==> src/rtl/pipe_pkg.sv <==
// Shared pipeline types and constants.
// Holds the EX/MEM field types, the enable encoding, the elastic-stage
// state encoding and the default EX2MEM payload widths. Optional stage
// feature macro: PIPE_STAGE_STALL_CNT_EN (consumed by pipe_stage_skid).
package pipe_pkg;

  typedef logic        enable_t;
  typedef logic [31:0] data_t;
  typedef logic [4:0]  reg_addr_t;
  typedef logic [1:0]  wb_data_sel_t;

  localparam enable_t ENABLE  = 1'b1;
  localparam enable_t DISABLE = 1'b0;

  // State of an elastic stage, derived from its two valid bits.
  typedef enum logic [1:0] {
    EMPTY = 2'd0,
    FULL  = 2'd1,
    SKID  = 2'd2
  } skid_state_t;

  // EX2MEM payload: alu result + write data + rd + wb select + pc_next.
  localparam int unsigned DATA_W_EX2MEM = $bits(data_t) + $bits(data_t) + $bits(reg_addr_t)
                                        + $bits(wb_data_sel_t) + $bits(data_t);
  // EX2MEM side effects: mem_write, reg_write.
  localparam int unsigned CTRL_W_EX2MEM = 2;

endpackage

==> src/rtl/pipe_stall_counter.sv <==
// Saturating event counter for pipeline stall statistics.
// Ports:
//   ACLK    - clock, rising edge
//   ARESETn - asynchronous reset, active-low; clears the count
//   inc     - count this cycle
//   count   - current count, sticks at all-ones
module pipe_stall_counter #(
  parameter int unsigned WIDTH = 32
) (
  input  logic             ACLK,
  input  logic             ARESETn,
  input  logic             inc,
  output logic [WIDTH-1:0] count
);

  logic [WIDTH-1:0] count_q;
  logic [WIDTH-1:0] count_d;

  always_comb begin
    count_d = count_q;
    if (inc && (count_q != {WIDTH{1'b1}})) begin
      count_d = count_q + 1'b1;
    end
  end

  always_ff @(posedge ACLK or negedge ARESETn) begin
    if (!ARESETn) begin
      count_q <= '0;
    end else begin
      count_q <= count_d;
    end
  end

  assign count = count_q;

endmodule

==> src/rtl/pipe_stage_skid.sv <==
// Elastic pipeline-stage register with a one-entry skid slot and flush.
// Data bits and side-effect control bits are held separately; control is
// zeroed whenever the head is not valid so bubbles never cause writes.
// Optional feature: define PIPE_STAGE_STALL_CNT_EN to count cycles where
// the head is valid but blocked (saturating); otherwise stall_cycles_o = 0.
// Ports:
//   ACLK, ARESETn   - clock (rising) and async active-low reset
//   flush_i         - synchronous kill of all held entries
//   in_valid_i/in_ready_o, in_data_i/in_ctrl_i     - upstream handshake
//   out_valid_o/out_ready_i, out_data_o/out_ctrl_o - downstream handshake
//   stall_cycles_o  - stall cycle count
module pipe_stage_skid
  import pipe_pkg::*;
#(
  parameter int unsigned DATA_W      = DATA_W_EX2MEM,
  parameter int unsigned CTRL_W      = CTRL_W_EX2MEM,
  parameter int unsigned STALL_CNT_W = 32
) (
  input  logic                   ACLK,
  input  logic                   ARESETn,
  input  logic                   flush_i,
  input  logic                   in_valid_i,
  output logic                   in_ready_o,
  input  logic [DATA_W-1:0]      in_data_i,
  input  logic [CTRL_W-1:0]      in_ctrl_i,
  output logic                   out_valid_o,
  input  logic                   out_ready_i,
  output logic [DATA_W-1:0]      out_data_o,
  output logic [CTRL_W-1:0]      out_ctrl_o,
  output logic [STALL_CNT_W-1:0] stall_cycles_o
);

  logic              main_valid_q, main_valid_d;
  logic [DATA_W-1:0] main_data_q,  main_data_d;
  logic [CTRL_W-1:0] main_ctrl_q,  main_ctrl_d;
  logic              skid_valid_q, skid_valid_d;
  logic [DATA_W-1:0] skid_data_q,  skid_data_d;
  logic [CTRL_W-1:0] skid_ctrl_q,  skid_ctrl_d;

  skid_state_t state;
  logic        accept;
  logic        emit;

  always_comb begin
    if (skid_valid_q) begin
      state = SKID;
    end else if (main_valid_q) begin
      state = FULL;
    end else begin
      state = EMPTY;
    end
  end

  // in_ready_o is a pure register output: no path from out_ready_i.
  assign in_ready_o = ~skid_valid_q;
  assign accept     = in_valid_i & in_ready_o;
  assign emit       = main_valid_q & out_ready_i;

  always_comb begin
    main_valid_d = main_valid_q;
    main_data_d  = main_data_q;
    main_ctrl_d  = main_ctrl_q;
    skid_valid_d = skid_valid_q;
    skid_data_d  = skid_data_q;
    skid_ctrl_d  = skid_ctrl_q;

    if (flush_i) begin
      // Any emit this cycle already happened at the port; the accept is dropped.
      main_valid_d = 1'b0;
      main_ctrl_d  = '0;
      skid_valid_d = 1'b0;
      skid_ctrl_d  = '0;
    end else begin
      unique case (state)
        EMPTY: begin
          if (accept) begin
            main_valid_d = 1'b1;
            main_data_d  = in_data_i;
            main_ctrl_d  = in_ctrl_i;
          end
        end
        FULL: begin
          if (accept && out_ready_i) begin
            main_data_d = in_data_i;
            main_ctrl_d = in_ctrl_i;
          end else if (accept) begin
            // Head is blocked: park the new entry behind it.
            skid_valid_d = 1'b1;
            skid_data_d  = in_data_i;
            skid_ctrl_d  = in_ctrl_i;
          end else if (emit) begin
            main_valid_d = 1'b0;
            main_ctrl_d  = '0;
          end
        end
        SKID: begin
          if (emit) begin
            main_data_d  = skid_data_q;
            main_ctrl_d  = skid_ctrl_q;
            skid_valid_d = 1'b0;
            skid_ctrl_d  = '0;
          end
        end
        default: begin
          main_valid_d = 1'b0;
          skid_valid_d = 1'b0;
        end
      endcase
    end
  end

  always_ff @(posedge ACLK or negedge ARESETn) begin
    if (!ARESETn) begin
      main_valid_q <= 1'b0;
      main_data_q  <= '0;
      main_ctrl_q  <= '0;
      skid_valid_q <= 1'b0;
      skid_data_q  <= '0;
      skid_ctrl_q  <= '0;
    end else begin
      main_valid_q <= main_valid_d;
      main_data_q  <= main_data_d;
      main_ctrl_q  <= main_ctrl_d;
      skid_valid_q <= skid_valid_d;
      skid_data_q  <= skid_data_d;
      skid_ctrl_q  <= skid_ctrl_d;
    end
  end

  assign out_valid_o = main_valid_q;
  assign out_data_o  = main_data_q;
  assign out_ctrl_o  = main_valid_q ? main_ctrl_q : '0;

`ifdef PIPE_STAGE_STALL_CNT_EN
  pipe_stall_counter #(
    .WIDTH(STALL_CNT_W)
  ) u_stall_counter (
    .ACLK   (ACLK),
    .ARESETn(ARESETn),
    .inc    (main_valid_q & ~out_ready_i),
    .count  (stall_cycles_o)
  );
`else
  assign stall_cycles_o = '0;
`endif

endmodule

==> config.mk <==
export PLATFORM = sky130hd
export DESIGN_NAME = pipe_stage_skid
export DESIGN_NICKNAME = d
export VERILOG_FILES = /design/src/rtl/pipe_pkg.sv /design/src/rtl/pipe_stall_counter.sv /design/src/rtl/pipe_stage_skid.sv
export SDC_FILE = /design/constraint.sdc
export NUM_CORES = 1
export LEC_CHECK = 0
export CELL_PAD_IN_SITES_DETAIL_PLACEMENT = 1
export CELL_PAD_IN_SITES_GLOBAL_PLACEMENT = 1
export CORE_UTILIZATION = 36
export DETAILED_ROUTE_END_ITERATION = 8
export PLACE_DENSITY_LB_ADDON = 0.1
export SLEW_MARGIN = 20
export SYNTH_ARGS = -nofsm -noshare
export SYNTH_HDL_FRONTEND = slang
export SYNTH_SLANG_ARGS = --single-unit
==> constraint.sdc <==
create_clock -name ACLK -period 1.7 [get_ports ACLK]
set_input_delay 0.17 -clock ACLK [delete_from_list [all_inputs] [get_ports ACLK]]
set_output_delay 0.17 -clock ACLK [all_outputs]
set_load 0.05 [all_outputs]
**After elaboration in Yosys (flattened, before gate mapping)**

Index checks and enable logic that the tools add are counted.
Widths: inputs -> output; s select.

- Equal/unequal tests: 15
- Muxes and demuxes: 26
- Bitwise operators: 5
- Reductions and logical operators: 11

Operator list:

| operator | count |
|---|---|
| $mux 103 | 3 |
| $pmux 103 s3 | 1 |
| $mux 2 | 10 |
| $ne 3x3->1 const B | 6 |
| $reduce_and 5->1 | 3 |
| $reduce_and 4->1 | 3 |
| $ne 2x2->1 const B | 5 |
| $mux 1 | 8 |
| $ne 4x4->1 const B | 2 |
| $pmux 1 s3 | 2 |
| $pmux 2 s3 | 1 |
| $reduce_bool 3->1 | 2 |
| $pmux 2 s2 | 1 |
| $reduce_bool 4->1 | 1 |
| $not 1->1 | 3 |
| $and 1x1->1 | 2 |
| $eq 2x1->1 const B | 1 |
| $eq 2x2->1 const B | 1 |
| $logic_not 2->1 | 1 |
| $logic_and 1x1->1 | 1 |

- Register bits after elaboration: 212
- Input port bits: 110
- Output and inout port bits: 139
- Word-level logic and storage cells: 63

**Longest topological paths before layout**

Gate-level depths: netlist of run 1.

- Word-level depth: 6
- Gate-level depth with buffers: 6
- Depth with buffers taken out: 3

**Least setup slack after synthesis of run 1**

Ideal clock, no wire load.

- Path type: register -> register
- From: register main_valid_q, in the netlist out_valid_o
- To: register main_data_q[0], in the netlist out_data_o[0]
- Setup time: 125 ps
- Arrival time: 1914 ps
- Data required time: 1575 ps
- Setup slack: -339 ps
- Cell stages (with the launch flop): 7
- Buffers on the path: 3
- Clock period less this slack: 2039 ps
- Path through: dfrtp_1 > buf_2 > nand2_1 > a211oi_2 > buf_4 > buf_6 > mux2_2

- Word-level cells in the longest chain between the ends: 5
- Elaborated cells between the ends (all ways): 12
- Those cells by class: eq/ne (5); mux (3); bitwise (1); reduce/logical (3)

Ends and longest elaborated chain:

| item | line | text |
|---|---|---|
| start: declaration | pipe_stage_skid.sv:33 | `logic main_valid_q, main_valid_d;` |
| start signal: assignment | pipe_stage_skid.sv:121 | `main_valid_q <= main_valid_d;` |
| $mux 1 | pipe_stage_skid.sv:47 | `end else if (main_valid_q) begin` |
| $mux 2 | pipe_stage_skid.sv:45 | `if (skid_valid_q) begin` |
| $eq 2x1->1, or another cell as far along | pipe_stage_skid.sv:74 | `unique case (state)` |
| $ne 2x2->1 (no line) / $reduce_bool 3->1 (equally long branches) | -- |  |
| $reduce_and 5->1 (no line) | -- |  |
| end signal: assignment | pipe_stage_skid.sv:122 | `main_data_q <= main_data_d;` |
| end: declaration | pipe_stage_skid.sv:34 | `logic [DATA_W-1:0] main_data_q, main_data_d;` |

Several ways; a longest one is shown, not always the timed one.
A chain may end at the register's enable or synchronous reset.

**Worst setup path after layout of run 1**

- From: register skid_valid_q
- To: register main_data_q[44], in the netlist out_data_o[44]

- Word-level cells in the longest chain between the ends: 5
- Elaborated cells between the ends (all ways): 13
- Those cells by class: eq/ne (5); mux (2); bitwise (2); reduce/logical (4)

Ends and longest elaborated chain:

| item | line | text |
|---|---|---|
| start: declaration | pipe_stage_skid.sv:36 | `logic skid_valid_q, skid_valid_d;` |
| start signal: assignment | pipe_stage_skid.sv:124 | `skid_valid_q <= skid_valid_d;` |
| branches (longest 5 deep; another with $reduce_and 5->1) | -- |  |

Several ways; the timed one is not identified.

==> qor.yml, run 1 <==
clock_network:
  clockRootBuffer: "clkbuf_16"
  htree_levels: 1
  numCtsBuffers: 25
  path_clk_slew_ns: 0.06
  cts.sinks: 212
  clock_latency_ns: 0.51
  cts_tree: "built"
  cts.path.max_buffers: 3
route:
  final_antenna_net_count: 0
  via_per_inst: 4.86
  wirelength_um: 24300
  route.vias.total: 5900
  drt_first_pass_iters: 4
  drc: 0
  wire_per_inst_um: 20.0
  drt_iter0_markers: 198
placement:
  place.detailed.hpwl_um: 16100
  dpl-instance-area_um2: 12200
  io_buffers: 216
  gp_congestion: 0.794
synthesis:
  synth_compound_area_share_pct: 0.879
  synth_top_family_by_area: "multiplexers"
  synth_mux_area_share_pct: 37.3
  synth-simple-area-share_pct: 0.679
  synthXorXnorAreaFrac_pct: 0
  avgSynthCellArea_um2: 15.3
  ys_seq_elements: 212
  ys_types: 25
  syn_inst: 616
  synth.yosys.warnings: 0
  syn-cell-area_um2: 9400
  synth_fa_ha_area_share_pct: 0
  ys_seq_area_share_pct: 56.4
timing:
  setup_viol: 207
  clock.fmax_mhz: 541
  fin_ws_ns: -0.149
  final.period_utilization_pct: 109
  max-slew-margin-rel_pct: 64.4
  worst_pin_slew_ns: 0.536
  whs_ns: 0.164
  period_needed_ns: 1.85
  finClkSkew_ns: 0.0123
  drv_slew: 0
  hold_violations: 0
  rsz0062_at_grt: "yes"
setup_path:
  cp_data_required_time_ns: 2.08
  crit_type: "flop to flop"
  endpoint_kind: "flop"
  cp_slowest_cell: "dfrtp_4"
  start_kind: "flop"
  crit_chain: "or2_1 > a211oi_4 > buf_6 > buf_12 > mux2_2"
  critPathMaxFanout: 20
  slowest_delay_ns: 0.47
  cp_data_arrival_time_ns: 2.23
final_layout:
  drive_gt1_share_pct: 49.1
  finalInstanceArea_um2: 13300
  layout.nets: 979
  postLayoutCoreUtil_pct: 52.4
  area_growth_pct: 41.6
global_route:
  met2_usage_pct: 31.1
  antenna_found_initial: 2
  gr-max-usage-layer: "met2"
  grtUsageTotal_pct: 18.1
  grt_overflow: 0
  global_route.usage.met3_pct: 3.73
  grt_start_max_net_pins: 59
  grt_pass1_wl_um: 37700
  grt_pass1_vias: 6624
  use_met1_pct: 22.7
min_path:
  hold_path.class: "input port to async pin"
outcome:
  violations: "negative setup slack"
  status: "finished with violations"
floorplan:
  die_area_um2: 26800
  fp.coreArea_um2: 25400
  boundaryPins: 249
  initial_utilization_pct: 37.0
  die_w_um: 164
  die_h_um: 164
  fp-row-count: 58
pwr:
  power.density_nw_per_um2: 1400
  vdd_ir_drop_max_uv: 744
  power_leakage_nw: 5.98
run:
  maxCapViolCount: 0
[cells by family (layout without fill, tap and decap cells)]
family,count (synthesis),count (layout)
compound gates,11,11
buf+inv,70,307
flops,212,212
mux,311,311
other cells,1,33
simple gates,11,11
[path summary, 6_finish.rpt]
check	end	slack, ns	startpoint	cells after the start
worst max-delay path	out_data_o[44]	-0.15	skid_valid_q	5
worst min-delay path	skid_data_q[92]	0.16	ARESETn	2
worst max register to register	out_data_o[44]	-0.15	skid_valid_q	5
worst min register to register	skid_data_q[23]	0.50	skid_data_q[23]	1
max in group asynchronous	skid_data_q[81]	0.92	ARESETn	3
min in group ACLK	skid_data_q[52]	0.30	in_data_i[52]	2
[metal layers]
metal  routed length, um  up-vias
met4                 657        0
met1                9900     3069
met2               12400      163
met5                   0        -
met3                1340       33
li1                    -     2635
[what timing repair did]
action | in CTS | in global routing
resized for setup | 92 | 5
buffers inserted | 4 | 3
hold buffers | 1 | 0
pin swaps | 0 | 1
endpoints found under the hold margin | 154 | 0
endpoints found under the setup margin | 283 | 208
cloned | 3 | 4
[synthesized netlist by cell type]
library cell	number	share of area [%]
nand2_1	1	0.040
clkbuf_1	12	0.48
buf_2	14	0.75
a32o_1	2	0.21
buf_4	33	2.6
o21a_1	1	0.080
a211oi_2	1	0.13
o21ai_0	2	0.11
nand2b_1	1	0.067
a22o_1	2	0.19
nor2_1	1	0.040
nand3_1	1	0.053
conb_1	1	0.040
and3_1	1	0.067
dfrtp_1	212	56
inv_1	3	0.12
and2_1	3	0.20
mux2_2	303	36
mux2_1	8	0.96
or2_1	1	0.067
buf_6	5	0.60
buf_1	3	0.12
a21oi_1	3	0.16
nor2b_1	1	0.067
nor3b_1	1	0.080
[sequential cells by signal, summed over array words and instances, names as in the netlist]
signal        count
main_ctrl_q       2
out_data_o      103
out_valid_o       1
skid_ctrl_q       2
skid_data_q     103
skid_valid_q      1
[area by class of cell]
type,instances,area [um^2]
inverters,3,11.3
clock buffers,35,713
fillers,2476,12100
repair buffers,262,2750
flip-flops and latches,212,5310
well taps,330,413
diodes,1,2.50
clock inverters,7,113
multi-input cells,365,3990
[per-stage QoR]
| step | total power [mW] | std cells | setup WS [ns] | TNS [ns] |
|---|---|---|---|---|
| 6_report | 18.6 | 1215 | -0.149 | -23.05 |
| 5_1_grt | 19.5 | 1215 | -0.203 | -32.29 |
| 4_1_cts | 18.8 | 1207 | -0.189 | -26.21 |
| 3_5_place_dp | 13.6 | 1157 | -0.303 | -51.69 |
| 3_3_place_gp | 13.4 | 1157 | -0.225 | -32.11 |
| 2_1_floorplan | 11.3 | 647 | -0.137 | -10.07 |
[worst max-delay path, delay by kind of cell (launching register included)]
kind,cells,cell delay (ns)
AOI/OAI and AO/OA,1,0.26
muxes,1,0.34
DFF,1,0.47
buffers and inverters,2,0.37
and+or+nand+nor,1,0.27
[placed cells by master (no fill, tap or decap), types with 3 or more instances in the layout]
cell type and n:
buf_12 17, a21oi_1 3, clkdlybuf4s50_1 108, clkbuf_1 5, buf_6 10, buf_16 3
bufinv_16 3, conb_1 32, clkbuf_16 29, inv_1 3, clkbuf_8 6, clkinv_2 3
dfrtp_1 210, buf_4 42, mux2_4 50, mux2_2 261, dlygate4sd2_1 74
[report_power, final]
part / leakage (nW) / total (mW) / switching [mW] / internal [mW]
Sequential: 2.57 / 7.11 / 0.720 / 6.39
Combinational: 3.00 / 6.12 / 3.65 / 2.47
Clock: 0.404 / 5.40 / 2.05 / 3.35
Total: 5.98 / 18.6 / 6.42 / 12.2
Power figures use the tool's default switching activity.
==> inputs of run 2 (changes only) <==
--- a/config.mk
+++ b/config.mk
@@ -7,10 +7,11 @@
 export LEC_CHECK = 0
 export CELL_PAD_IN_SITES_DETAIL_PLACEMENT = 1
 export CELL_PAD_IN_SITES_GLOBAL_PLACEMENT = 1
+export CORE_MARGIN = 5
 export CORE_UTILIZATION = 36
 export DETAILED_ROUTE_END_ITERATION = 8
 export PLACE_DENSITY_LB_ADDON = 0.1
-export SLEW_MARGIN = 20
+export SLEW_MARGIN = 0
 export SYNTH_ARGS = -nofsm -noshare
 export SYNTH_HDL_FRONTEND = slang
 export SYNTH_SLANG_ARGS = --single-unit
==> qor.yml, run 2 (same netlist as run 1, synthesis figures left out) <==
outcome:
  status: "finished with violations"
  violations: "negative setup slack"
clock_network:
  path_clk_slew_ns: 0.06
  htree_levels: 1
  cts.path.max_buffers: 3
  cts_tree: "built"
  clock_latency_ns: 0.51
  numCtsBuffers: 24
  cts.sinks: 212
  clockRootBuffer: "clkbuf_16"
timing:
  clock.fmax_mhz: 519
  rsz0062_at_grt: "yes"
  drv_slew: 0
  max-slew-margin-rel_pct: 65.5
  final.period_utilization_pct: 113
  finClkSkew_ns: 0.0113
  tns_ns: -26.99
  period_needed_ns: 1.93
  hold_violations: 0
  fin_ws_ns: -0.227
  setup_viol: 205
  worst_pin_slew_ns: 0.519
pwr:
  swShare_pct: 34.2
  power_leakage_nw: 6.21
  p_seq_share_pct: 38.3
  pwr-share-clk_pct: 27.7
  power.density_nw_per_um2: 1370
  vdd_ir_drop_max_uv: 713
  combPwrFrac_pct: 34.0
  switchingPower_mw: 6.41
  p_int_mw: 12.3
placement:
  dpl-instance-area_um2: 12400
  gp_congestion: 0.728
  dp_slack_ns: -0.291
  place.detailed.hpwl_um: 17000
  dp_cells: 1173
  io_buffers: 216
setup_path:
  start_kind: "flop"
  cp_data_required_time_ns: 2.08
  cp_slowest_cell: "dfrtp_4"
  slowest_delay_ns: 0.48
  endpoint_kind: "flop"
  cp_common_cell: "buf_4"
  crit_chain: "buf_4 > nor3b_2 > buf_4 > nand3_4 > buf_12 > buf_16 > mux2_4"
  crit_type: "flop to flop"
  critPathMaxFanout: 10
  cp_data_arrival_time_ns: 2.31
route:
  via_per_inst: 4.81
  drc: 0
  drt_iter0_markers: 207
  final_antenna_net_count: 0
  route.vias.total: 5939
  wirelength_um: 25000
  wire_per_inst_um: 20.3
  drt_first_pass_iters: 4
global_route:
  grt_pass1_wl_um: 37500
  grt_start_max_net_pins: 50
  antenna_found_initial: 1
  grtUsageTotal_pct: 15.9
  grt_overflow: 0
  grt_pass1_vias: 6667
floorplan:
  die_w_um: 172
  die_h_um: 172
  fp.coreArea_um2: 25900
  initial_utilization_pct: 36.3
  fp-row-count: 59
  boundaryPins: 249
  die_area_um2: 29400
final_layout:
  layout.nets: 994
  finalInstanceArea_um2: 13700
  drive_gt1_share_pct: 51.2
  area_growth_pct: 45.6
  final_common_cell: "mux2_2"
  seqCellArea_um2: 5310
  final_cell_mix: "mux2_2, dfrtp_1, clkdlybuf4s50_1"
  fill_cells: 2495
  layoutNonFillerInstCount: 1234
  multi_input_area_um2: 4130
  n_antenna_cell: 0
  postLayoutCoreUtil_pct: 52.8
run:
  maxCapViolCount: 0
min_path:
  hold_path.class: "input port to async pin"
## run 2: power groups by stage
stage,sequential [mW],clock [mW],combinational [mW]
after floorplan,9.28,0,2.06
after global placement,7.16,0,6.26
after detailed placement,7.25,0,6.40
after CTS,7.17,5.38,6.29
after global routing,7.32,5.59,6.69
final,7.17,5.19,6.37
## run 2: layout make-up
cell class                      instances  area share [%]
Inverter                                3           0.101
Clock buffer                           38            5.37
Tap cell                              335            3.06
Clock inverter                          3           0.475
Multi-Input combinational cell        365            30.2
Timing Repair Buffer                  278            22.0
Sequential cell                       212            38.8
## run 2: path summary, 6_finish.rpt
path	startpoint	to	slack [ns]	cells after the start
min	ARESETn	skid_data_q[92]	0.18	2
max	skid_valid_q	skid_data_q[71]	-0.23	7
min in group ACLK	in_ctrl_i[1]	skid_ctrl_q[1]	0.31	2
max in group asynchronous	ARESETn	skid_data_q[69]	0.93	3
min reg2reg	skid_data_q[47]	skid_data_q[47]	0.50	1
max reg2reg	skid_valid_q	skid_data_q[71]	-0.23	7
## run 2: critical path, delay by kind of cell (launching register included)
family,cells,cell delay (ns)
AND/OR/NAND/NOR,2,0.34
buffers and inverters,4,0.68
multiplexers,1,0.30
flip-flops,1,0.48
## run 2: timing repair
item	CTS	global route
endpoints found under the hold margin	59	0
gates cloned	3	8
pin swaps	0	4
endpoints found under the setup margin	270	209
hold buffers	1	0
buffers inserted	7	3
gates resized for setup	97	33
## run 2: metrics by stage
stage | power (mW) | hold WS [ns]
floorplan | 11.3 | -0.126
global placement | 13.4 | 0.159
detailed placement | 13.7 | 0.164
CTS | 18.8 | 0.185
global route | 19.6 | 0.223
finish | 18.7 | 0.182
## run 2: per-layer routing
metal	wire [um]	GRT usage [%]
met4	344	3.10
met5	13	0
met2	12400	27.2
met3	1520	3.82
met1	10800	20.8
==> inputs of run 3 (changes only) <==
--- a/config.mk
+++ b/config.mk
@@ -5,13 +5,15 @@
 export SDC_FILE = /design/constraint.sdc
 export NUM_CORES = 1
 export LEC_CHECK = 0
+export ABC_AREA = 1
 export CELL_PAD_IN_SITES_DETAIL_PLACEMENT = 1
 export CELL_PAD_IN_SITES_GLOBAL_PLACEMENT = 1
 export CORE_MARGIN = 5
-export CORE_UTILIZATION = 36
+export CORE_UTILIZATION = 32
 export DETAILED_ROUTE_END_ITERATION = 8
 export PLACE_DENSITY_LB_ADDON = 0.1
 export SLEW_MARGIN = 0
 export SYNTH_ARGS = -nofsm -noshare
 export SYNTH_HDL_FRONTEND = slang
 export SYNTH_SLANG_ARGS = --single-unit
+export TNS_END_PERCENT = 5
==> qor.yml, run 3 <==
setup_path:
  critPathBufInv: 1
  slowest_delay_ns: 0.54
  endpoint: "out_data_o[32]"
  startpoint: "out_data_o[32]"
  start_kind: "flop"
  critical-path-top-delay-family: "buffers and inverters"
  cp_data_required_time_ns: 1.53
  r2r-start: "skid_valid_q"
  crit_type: "flop to output port"
  critPathMaxFanout: 2
  r2r_cells: 7
  crit_chain: "dlygate4sd2_1"
  r2r_slack_ns: 0.14
  cp_data_arrival_time_ns: 1.44
  rr_endpoint: "out_data_o[87]"
  cp_slowest_cell: "dlygate4sd2_1"
  cp_num_cells: 1
  endpoint_kind: "output port"
placement:
  io_buffers: 216
  place.detailed.hpwl_um: 19100
  gp_congestion: 0.730
route:
  final_antenna_net_count: 0
  route.vias.total: 8350
  drt_iter0_markers: 369
  drt_first_pass_iters: 4
  wire_per_inst_um: 15.8
  drc: 0
  wirelength_um: 28700
  via_per_inst: 4.59
synthesis:
  ys_top_cells_by_count: "nand2_1, dfrtp_1, o21ai_0"
  syn_inst: 1215
  ys_seq_elements: 212
  synth.yosys.warnings: 0
  ys_types: 17
  async_reset_ff_share_pct: 100
  synth_top_area_share_pct: 54.4
  synth_most_common_cell: "nand2_1"
  avgSynthCellArea_um2: 8.03
  synth-edff-count: 0
  syn-cell-area_um2: 9750
  synth_top_area_cell: "dfrtp_1"
  yosys-top-cells-area: "dfrtp_1, nand2_1, o21ai_0, nand3_1, inv_1"
  synth-main-ff-cell: "dfrtp_1"
  ys_seq_area_share_pct: 54.4
floorplan:
  die_h_um: 185
  fp-row-count: 64
  initial_utilization_pct: 32.1
  boundaryPins: 249
  fp.coreArea_um2: 30300
  die_w_um: 185
  die_area_um2: 34100
pwr:
  combPwrFrac_pct: 28.8
  switchingPower_mw: 6.15
  swShare_pct: 36.6
  p_int_mw: 10.7
  total_power_mw: 16.8
  p_seq_share_pct: 40.5
  vdd_ir_drop_max_uv: 672
  power_leakage_nw: 6.64
  pwr-share-clk_pct: 30.7
  power.density_nw_per_um2: 1300
global_route:
  grt_pass1_wl_um: 45700
  grt_start_max_net_pins: 115
  antenna_found_initial: 1
  grt_overflow: 0
  grtUsageTotal_pct: 16.5
  grt_pass1_vias: 8474
final_layout:
  n_antenna_cell: 0
  final_common_cell: "nand2_1"
  postLayoutCoreUtil_pct: 42.5
  area_growth_pct: 32.4
  drive_gt1_share_pct: 9.14
  final_cell_mix: "nand2_1, dfrtp_1, o21ai_0"
  layout.nets: 1516
clock_network:
  clock_latency_ns: 0.52
  clockRootBuffer: "clkbuf_16"
  cts.sinks: 212
  numCtsBuffers: 25
  postCtsSetupBuffers: 0
  cts.path.max_buffers: 3
  cts_tree: "built"
  htree_levels: 1
  path_clk_slew_ns: 0.06
timing:
  period_needed_ns: 1.61
  setup_viol: 0
  hold_violations: 0
  final.period_utilization_pct: 94.5
  max-slew-margin-rel_pct: 64.2
  drv_slew: 0
  finClkSkew_ns: 0.0182
  worst_pin_slew_ns: 0.536
  rsz0062_at_grt: "no"
  clock.fmax_mhz: 623
outcome:
  status: "complete, no violations"
run:
  maxCapViolCount: 0
min_path:
  hold_path.class: "input port to async pin"
-- run 3: changes by cell type after synthesis, moves of 8 or more --
| cell | before | now |
|---|---|---|
| buf_2 | 14 | 33 |
| buf_4 | 33 | 42 |
| clkbuf_1 | 12 | 28 |
| inv_1 | 3 | 119 |
| mux2_1 | 8 | 0 |
| mux2_2 | 303 | 0 |
| nand2_1 | 1 | 443 |
| nand3_1 | 1 | 111 |
| o21ai_0 | 2 | 203 |
-- run 3: worst min-delay path by stage --
stage	from	end	slack (ns)	cells after the start
global route	ARESETn	out_data_o[89]	0.23	2
CTS	ARESETn	out_data_o[89]	0.20	2
finish	ARESETn	out_data_o[89]	0.19	2
detailed placement	ARESETn	out_data_o[89]	0.15	1
floorplan	ARESETn	main_ctrl_q[0]	-0.13	0
global placement	ARESETn	out_data_o[89]	0.16	1
-- run 3: area by class of cell --
cell class,instances,area [um^2]
clock buffers,36,757
clock inverters,7,35.0
fillers,3668,17400
inverters,120,453
multi-input cells,803,3460
flip-flops and latches,212,5310
well taps,396,495
repair buffers,244,2400
-- run 3: kinds of logic (layout without fill, tap and decap cells) --
| kind of cell | Yosys count | after routing | share of synthesized area (%) |
|---|---|---|---|
| other cells | 1 | 32 | 0.0385 |
| flops | 212 | 212 | 54.4 |
| buf+inv | 231 | 407 | 11.5 |
| simple gates | 564 | 564 | 23.4 |
| compound gates | 207 | 207 | 10.6 |
-- run 3: per-layer routing --
| metal | up-vias | share of wire [%] | global-route usage [%] |
|---|---|---|---|
| li1 | 4129 | - | - |
| met4 | 2 | 1.4 | 3.11 |
| met3 | 31 | 5.6 | 3.28 |
| met1 | 4017 | 45 | 21.9 |
| met2 | 171 | 48 | 28.3 |
| met5 | - | 0.049 | 0 |
-- run 3: repair_timing --
action / CTS / global route
endpoints found under the setup margin: 54 / 4
gates resized for setup: 54 / 2
pin swaps: 0 / 1
endpoints found under the hold margin: 52 / 0
hold buffers: 1 / 0
-- run 3: per-stage QoR --
stage	instances	cell area, um^2	setup WS [ns]	setup TNS, ns	hold slack (ns)
2_1_floorplan	1246	9870	0.139	0	-0.126
3_3_place_gp	1774	12200	-0.0528	-2.65	0.155
3_5_place_dp	1774	12200	-0.111	-4.71	0.146
4_1_cts	1818	12900	0.0439	0	0.197
5_1_grt	1818	12900	0.0178	0	0.230
6_report	1818	12900	0.0936	0	0.186
-- run 3: power by group through the flow --
| stage | sequential, mW | clock, mW | combinational, mW |
|---|---|---|---|
| 3_5_place_dp | 6.91 | 0 | 5.12 |
| 6_report | 6.81 | 5.16 | 4.85 |
| 5_1_grt | 6.96 | 5.53 | 5.27 |
| 4_1_cts | 6.83 | 5.36 | 4.94 |
| 2_1_floorplan | 8.57 | 0 | 1.53 |
| 3_3_place_gp | 6.88 | 0 | 5.04 |
